`config.mk`:
```
export PLATFORM = sky130hd
export DESIGN_NAME = lrck_gen
export DESIGN_NICKNAME = d
export VERILOG_FILES = /design/src/rtl/lrck_gen.sv
export SDC_FILE = /design/constraint.sdc
export NUM_CORES = 1
export LEC_CHECK = 0
export BUFFER_PORTS_ARGS = -buffer_cell sky130_fd_sc_hd__buf_4
export CORE_AREA = 5 5 42 44
export DETAILED_ROUTE_END_ITERATION = 8
export DIE_AREA = 0 0 47 49
export PLACE_DENSITY = 0.49
export SKIP_LAST_GASP = 1
export SLEW_MARGIN = 20
export SYNTH_ARGS = -nofsm -noshare
export SYNTH_HDL_FRONTEND = slang
export SYNTH_SLANG_ARGS = --single-unit
export TNS_END_PERCENT = 20
```
`constraint.sdc`:
```
create_clock -name i_clk -period 1.91 [get_ports i_clk]
set_clock_uncertainty 0.1 [all_clocks]
set_input_delay 0.0955 -clock i_clk [delete_from_list [all_inputs] [get_ports i_clk]]
set_output_delay 0.0955 -clock i_clk [all_outputs]
set_load 0.1 [all_outputs]
```
`src/rtl/lrck_gen.sv`:
```
// I2S clock generator: divides MCLK into a bit clock (o_sclk) and word-select clock (o_lrck).
// Latency: first o_sclk rise M/2 enabled edges after i_oe goes high; both outputs are flop outputs.
// No backpressure; dropping i_oe clears both counters and forces the outputs low on the next edge.
module lrck_gen #(
    parameter int C_LRCK_SCLK_RATIO = 64,
    parameter int C_MCLK_SCLK_RATIO = 4
) (
    input  logic i_clk,
    input  logic i_rst,
    input  logic i_oe,
    output logic o_sclk,
    output logic o_lrck
);

    localparam int HALF_M = C_MCLK_SCLK_RATIO / 2;
    localparam int HALF_L = C_LRCK_SCLK_RATIO / 2;
    localparam int HW     = (HALF_M > 1) ? $clog2(HALF_M) : 1;
    localparam int BW     = (HALF_L > 1) ? $clog2(HALF_L) : 1;

    localparam logic [HW-1:0] H_LAST = HW'(HALF_M - 1);
    localparam logic [BW-1:0] B_LAST = BW'(HALF_L - 1);

    generate
        if ((C_MCLK_SCLK_RATIO % 2) != 0 || C_MCLK_SCLK_RATIO < 2) begin : g_bad_mclk_ratio
            $error("lrck_gen: C_MCLK_SCLK_RATIO must be even and >= 2");
        end
        if ((C_LRCK_SCLK_RATIO % 2) != 0 || C_LRCK_SCLK_RATIO < 2) begin : g_bad_lrck_ratio
            $error("lrck_gen: C_LRCK_SCLK_RATIO must be even and >= 2");
        end
    endgenerate

    logic [HW-1:0] h;
    logic [BW-1:0] b;
    logic          sclk_q;
    logic          lrck_q;

    always_ff @(posedge i_clk) begin
        if (i_rst || !i_oe) begin
            // Idle shares the reset clear so every enable restarts at phase 0, left channel.
            h      <= '0;
            b      <= '0;
            sclk_q <= 1'b0;
            lrck_q <= 1'b0;
        end else if (h == H_LAST) begin
            h      <= '0;
            sclk_q <= ~sclk_q;
            // Word select only advances on the edge where the bit clock falls.
            if (sclk_q) begin
                if (b == B_LAST) begin
                    b      <= '0;
                    lrck_q <= ~lrck_q;
                end else begin
                    b <= b + 1'b1;
                end
            end
        end else begin
            h <= h + 1'b1;
        end
    end

    assign o_sclk = sclk_q;
    assign o_lrck = lrck_q;

endmodule

```
* Word-level counts from Yosys, hierarchy flattened
Index checks and enable logic that the tools add are counted. W data, S select, Z words.
Cells by class: equality and inequality tests 1, multiplexer cells 1, $add $sub $neg 2, reduce and logical (&&, ||, !) cells 5, bitwise operators 2
Operators by type and width (count):
- $add A5 B1 Y5 const B | 1
- $eq A5 B5 Y1 const B | 1
- $mux W5 | 1
- $reduce_and A3 Y1 | 1
- $not A1 Y1 | 2
- $reduce_and A2 Y1 | 1
- $reduce_or A2 Y1 | 1
- $add A1 B1 Y1 const B | 1
- $logic_not A1 Y1 | 1
- $logic_or A1 B1 Y1 | 1
Word-level totals: register bits after elaboration 8, logic and storage cells 15, bits of input ports 3

* Depth between registers and ports, before layout
Gate-level depths: netlist (run 1).
depth after elaboration 3, depth in mapped cells 6, gate-level depth less buffers 6

* Worst setup path before layout (run 1)
OpenSTA, ideal clock, no wires.
path kind register to register, start point register sclk_q (netlist: o_sclk), end point register b[2], data required time 1.740 ns, cell stages (with the launch flop) 4, period minus slack after synthesis 2.051 ns, arrival 1.881 ns, path slack -0.141 ns, buffers on the path 0, path through dfxtp_1 nand2_2 or4b_1 a21oi_1
On the way: word-level cells in the longest chain between the ends 1
Ends and longest elaborated chain:
- start: declaration | line 34 | logic sclk_q;
- start signal: assignment | line 46 | sclk_q <= ~sclk_q;
- $reduce_and A2 Y1 (no line)
- end signal: assignment | line 53 | b <= b + 1'b1;
- end: declaration | line 33 | logic [BW-1:0] b;
No other way between the ends. A chain may end at the register's enable or synchronous reset.

* Worst setup path in the final report (run 1)
start point register b[1], end point register b[3]
On the way: word-level cells in the longest chain between the ends 2, elaborated cells on any way between the ends 3
Ends and longest elaborated chain:
- $add A5 B1 Y5 or $eq A5 B5 Y1 (tied branches) | line 53, 49
- $mux W5 * | line 49 | if (b == B_LAST) begin
Mark *: on every way between the ends. The rest lies on a longest branch, timed or not.

==> results of run 1 <==
==> critical path: cells and delay by family (launching register included) <==
family                   cells  cell delay [ps]
adder cells (fa/ha/maj)      2              440
flip-flops                   1              330
AND/OR/NAND/NOR              2              700
AO/OA/AOI/OAI                1              120
==> power groups by stage <==
stage | registers [uW] | clock network [uW] | logic (uW)
after floorplan | 180 | 0 | 8.94
after global placement | 177 | 0 | 16.8
after detailed placement | 177 | 0 | 16.7
after CTS | 173 | 133 | 16.7
after global routing | 173 | 142 | 18.1
final | 173 | 127 | 16.4
==> cells in the final DEF, fill, tap and decap left out, drive strengths merged, types with 2 or more instances in the layout <==
master | synthesis | routed
ha | 2 | 2
buf | 1 | 5
nor2 | 5 | 5
clkbuf | 1 | 3
dfxtp | 8 | 8
o21ai | 2 | 2
nand2 | 3 | 3
a21oi | 5 | 5
nand3 | 4 | 4
==> area by class of cell <==
cell class              count  area (sq um)  share of cell area, %
clock buffers               3         22.52                  5.389
well taps                  16         20.02                  4.790
flip-flops and latches      8         161.4                  38.62
repair buffers              5         37.54                  8.982
multi-input cells          29         176.4                  42.22
==> kinds of logic after synthesis <==
logic type,count (synthesis),share of synthesized area [%]
simple gates,17,26.82
flops,8,46.38
xor+xnor,2,5.073
buf+inv,2,2.534
compound gates,8,11.96
fa+ha+maj,2,7.245
==> per-stage QoR <==
step,area [sq um],instances,util (%)
CTS,417.9,61,29.82
global placement,395.4,58,28.21
detailed placement,395.4,58,28.21
finish,417.9,61,29.82
floorplan,346.6,39,-
global route,417.9,61,29.82
==> sequential cells by signal (all words and copies together) (netlist names) <==
| signal | cells |
|---|---|
| o_lrck | 1 |
| h | 1 |
| o_sclk | 1 |
| b | 5 |
==> how the worst min path moves through the flow <==
stage                   to  slack (ps)  cells after the start
floorplan                h         300                      3
global placement      b[4]         360                      2
detailed placement    b[4]         370                      2
CTS                      h         160                      3
global route        o_sclk         200                      3
finish                   h         150                      3
==> metal layers <==
layer,global-route usage (%),up-vias
met5,0,-
met4,4.147,0
met3,2.952,3
met2,7.014,8
met1,7.709,123
li1,-,152
==> summary.txt, run 1 <==
Power and ir drop
  – Comb pwr share: 5.2%
  – Internal power: 247.6 uW
  – Clock share of power: 40.1%
  – Power Density: 757.4 mW/mm^2
  – Maximum VDD drop: 382.9 uV
  – P_leak: 0.0001578 uW
  – Switching share of total power: 21.78%
  – Final Total Pwr: 316.5 uW
  – Sequential group share of total power: 54.7%
  – Switching power: 68.92 uW

Worst hold path
  – Hold path start: i_oe
  – Hold WC Path Type: input port to register

STA
  – WHS: 146.9 ps
  – Post-route minimum period: 1761 ps
  – Max_slew headroom: 80.14%
  – Transition time at the pin with the least slew margin: 298.0 ps
  – Final setup TNS: 0 ps
  – FMAX: 0.5680 GHz
  – Setup violators final: 0
  – Final worst setup slack: 149.4 ps
  – Final Max Tran Viols: 0
  – Final hold viol count: 0
  – RSZ-0062 raised after global routing: false
  – Period utilization: 92.18%

Setup path
  – Worst setup path start: b[1]
  – Slowest stage delay, CP: 510 ps
  – Worst reg2reg setup slack: 150 ps
  – FF-to-FF path depth: 5
  – Worst R2R End: b[3]
  – Critical path's slowest cell: or4_1
  – Setup crit start kind: register
  – Critical path class: register to register
  – Critical Path End Type: register
  – Most used cell along the critical path: ha_1
  – Cells along the critical path: ha_1 > and3_1 > ha_1 > or4_1 > a21oi_1
  – CP endpoint: b[3]
  – Crit path DAT: 1850 ps
  – R2r startpoint: b[1]
  – Crit Path Max Fanout: 6
  – WP data required: 1990 ps

Routing
  – Met2 WL post-DR: 219 um
  – Routed WL per cell: 9.754 um
  – Top sig layer: met4
  – Vias per inst: 4.689
  – Metal3 WL: 44 um
  – Vias: 286
  – Final ANT Viol Nets: 0
  – Initial DRC count: 4
  – DRT Pass-1 Iters: 2
  – DRT met1 WL: 307 um
  – DR DRC count: 0
  – Final wirelength: 595 um

Clocking
  – Clock edge transition at the registers on the reported setup and hold paths: 50 ps
  – Clk buf depth: 2
  – Post-CTS Setup Repair Bufs: 0
  – Post-cts resize count: 0
  – Num CTS Buffers: 3
  – Skew-Pair Late Insertion Delay: 250 ps
  – CTS H-tree lvls: 1
  – # clock sinks: 8
  – Root buf cell: clkbuf_4
  – CTS tree: yes
  – Cts hold-fix bufs: 0

Synthesis
  – Ys flop type: dfxtp_1
  – Post-Syn Nets: 44
  – Commonest cells post-synth: dfxtp_1, a21oi_1, nor2_1
  – Post-synth EDFFs: 0
  – Avg Inst Size Synth: 8.855 sq um
  – Synth area leaders: dfxtp_1, a21oi_1, ha_1, nand3_1, nor2_1
  – FFs w/ async S/R, synth: 0%
  – Post-synth cell types: 18
  – Top-count cell post-synth: dfxtp_1
  – Sequential share of the synthesized area: 46.38%
  – Yosys Warn Count: 0
  – Synth top area share: 46.38%
  – Seq cells post-synth: 8
  – Synthesized instance count: 39
  – Most area-hungry cell type in the Yosys netlist: dfxtp_1
  – Post-Syn Area: 345.3 sq um

Final layout
  – # diodes: 0
  – Filler cells: 160
  – Synthesis-to-layout area growth: 21.01%
  – Nets: 52
  – Share of cells above drive strength 1: 22.22%

Floorplan
  – Die Ht: 49 um
  – Row count: 14
  – Die Wd: 47 um
  – # IOs: 5
  – Initial Utilization: 24.64%
  – Core area: 0.001401 sq mm
  – Area of the die: 0.002303 sq mm

Global route
  – Number of global-route vias before repair: 239
  – Largest net degree at the start of global routing: 9
  – GR Util All Layers: 5.849%
  – Number of antenna violations at the first check in global routing: 0
  – First-pass GRT wire length: 952 um
  – Global route overflow: 0

Place
  – Port Buffers: 4
  – Gpl congestion: 0.6744
  – Final HPWL DP: 450.9 um
  – Setup WS pre-CTS: 159.2 ps

Flow run
  – Max Cap Viol: 0

Status
  – Status: finished clean
No activity file was read; power rests on OpenSTA's default activity.
==> inputs of run 2 (changes only) <==
--- a/config.mk
+++ b/config.mk
@@ -6,10 +6,12 @@
 export NUM_CORES = 1
 export LEC_CHECK = 0
 export BUFFER_PORTS_ARGS = -buffer_cell sky130_fd_sc_hd__buf_4
+export CELL_PAD_IN_SITES_DETAIL_PLACEMENT = 1
+export CELL_PAD_IN_SITES_GLOBAL_PLACEMENT = 2
 export CORE_AREA = 5 5 42 44
 export DETAILED_ROUTE_END_ITERATION = 8
 export DIE_AREA = 0 0 47 49
-export PLACE_DENSITY = 0.49
+export PLACE_DENSITY = 0.69
 export SKIP_LAST_GASP = 1
 export SLEW_MARGIN = 20
 export SYNTH_ARGS = -nofsm -noshare
==> summary.txt, run 2 (synthesized netlist as in run 1, its figures left out) <==
Global route
  – GR Util All Layers: 8.322% (was 5.849%)
  – Number of antenna violations at the first check in global routing: 0 (unchanged)
  – Number of global-route vias before repair: 327 (was 239)
  – Largest net degree at the start of global routing: 9 (unchanged)
  – First-pass GRT wire length: 1380 um (was 952 um)
  – Global route overflow: 0 (unchanged)

Setup path
  – R2r startpoint: b[0] (was b[1])
  – Critical path class: register to register (unchanged)
  – Crit Path Max Fanout: 6 (unchanged)
  – Crit path DAT: 1910 ps (was 1850 ps)
  – Setup crit start kind: register (unchanged)
  – Critical Path End Type: register (unchanged)
  – WP data required: 1990 ps (about the same)
  – Worst setup path start: b[0] (was b[1])

Clocking
  – # clock sinks: 8 (unchanged)
  – Num CTS Buffers: 3 (unchanged)
  – CTS H-tree lvls: 1 (unchanged)
  – Clock edge transition at the registers on the reported setup and hold paths: 50 ps (about the same)
  – Root buf cell: clkbuf_4 (unchanged)
  – Skew-Pair Late Insertion Delay: 250 ps (about the same)
  – Cts hold-fix bufs: 0 (unchanged)
  – Post-CTS Setup Repair Bufs: 0 (unchanged)
  – Clk buf depth: 2 (unchanged)
  – Post-cts resize count: 0 (unchanged)
  – CTS tree: yes (unchanged)

Power and ir drop
  – Switching share of total power: 21.59% (was 21.78%)
  – Internal power: 247.4 uW (was 247.6 uW)
  – Sequential group share of total power: 55.0% (was 54.7%)
  – Clock share of power: 39.8% (was 40.1%)
  – P_leak: 0.0001524 uW (was 0.0001578 uW)
  – Switching power: 68.11 uW (was 68.92 uW)
  – Comb pwr share: 5.2% (about the same)
  – Final Total Pwr: 315.5 uW (was 316.5 uW)
  – Power Density: 768.9 mW/mm^2 (was 757.4 mW/mm^2)
  – Maximum VDD drop: 349.8 uV (was 382.9 uV)

Worst hold path
  – Hold WC Path Type: input port to register (unchanged)
  – Hold path start: i_oe (unchanged)

Routing
  – Vias per inst: 5.233 (was 4.689)
  – Final wirelength: 730 um (was 595 um)
  – DRT Pass-1 Iters: 6 (was 2)
  – DR DRC count: 0 (unchanged)
  – Routed WL per cell: 12.17 um (was 9.754 um)
  – Final ANT Viol Nets: 0 (unchanged)
  – Vias: 314 (was 286)
  – Initial DRC count: 10 (was 4)

Final layout
  – Top reg by flops: b (unchanged)
  – Nets: 51 (was 52)
  – Filler cells: 182 (was 160)
  – Commonest non-fill, non-tap cell in the layout: dfxtp_1 (unchanged)
  – Commonest non-fill, non-tap cells in the layout: dfxtp_1, nor2_1, a21oi_1 (was dfxtp_1, nor2_1, a21oi_1, buf_4, nand3_1)
  – Share of cells above drive strength 1: 20.45% (was 22.22%)
  – Area of the multi-input gates: 176.4 sq um (unchanged)
  – Register area: 161.4 sq um (unchanged)
  – # diodes: 0 (unchanged)
  – Layout Utilization: 29.29% (was 29.82%)
  – Synthesis-to-layout area growth: 18.84% (was 21.01%)
  – Largest register FFs: 5 (unchanged)

Floorplan
  – Initial Utilization: 24.64% (unchanged)
  – # IOs: 5 (unchanged)
  – Die Wd: 47 um (unchanged)
  – Die Ht: 49 um (unchanged)
  – Row count: 14 (unchanged)
  – Area of the die: 0.002303 sq mm (unchanged)
  – Core area: 0.001401 sq mm (unchanged)

Flow run
  – Max Cap Viol: 0 (unchanged)

STA
  – Period utilization: 95.65% (was 92.18%)
  – Max_slew headroom: 80.59% (was 80.14%)
  – FMAX: 0.5474 GHz (was 0.5680 GHz)
  – Final hold viol count: 0 (unchanged)
  – Post-route minimum period: 1827 ps (was 1761 ps)
  – Final Max Tran Viols: 0 (unchanged)
  – RSZ-0062 raised after global routing: false (unchanged)
  – Transition time at the pin with the least slew margin: 291.1 ps (was 298.0 ps)
  – Setup violators final: 0 (unchanged)
  – Final setup TNS: 0 ps (unchanged)

Status
  – Status: finished clean (unchanged)

Place
  – Port Buffers: 4 (unchanged)
  – Gpl congestion: 0.6938 (was 0.6744)
[run 2: changes by cell type in the layout (fill, tap and decap cells not counted), sizes merged]
cell / before / now
buf: 5 / 4
[run 2: cell type report]
class	count	area share, %
multi-input combinational	29	42.99
sequential	8	39.33
timing repair buffer	4	7.317
clock buffer	3	5.488
tap	16	4.878
[run 2: routing by layer]
| metal | vias to the layer above | track usage (%) | part of all wire [%] |
|---|---|---|---|
| met3 | 2 | 3.690 | 6.4 |
| li1 | 150 | - | - |
| met2 | 8 | 13.57 | 51 |
| met5 | - | 0 | 0 |
| met4 | 0 | 4.147 | 1.6 |
| met1 | 154 | 8.609 | 41 |
[run 2: power by group through the flow]
stage	combinational (uW)	sequential, uW	clock [uW]
floorplan	8.94	180	0
global placement	16.3	177	0
detailed placement	16.6	177	0
CTS	16.7	173	133
global route	17.8	174	145
finish	16.4	174	126
[run 2: path summary, 6_finish.rpt]
check	end	cells after the start	slack [ps]
max	b[3]	5	80
min	h	3	150
max reg2reg	b[3]	5	80
min reg2reg	b[4]	2	360
[run 2: per-stage QoR]
step                      setup slack, ps  std cells  cell area [sq um]  hold slack (ps)
after floorplan                     211.9         39              346.6            304.7
after global placement              116.8         57              387.9            350.6
after detailed placement            92.05         57              387.9            356.5
after CTS                           71.72         60              410.4            150.8
after global routing                19.06         60              410.4            204.7
final                               83.15         60              410.4            146.9
[run 2: worst max-delay path, stage by stage (launching register included)]
cell	delay, ps
dfxtp_1	340
ha_1	240
and3_1	190
ha_1	250
or4_1	520
a21oi_1	120
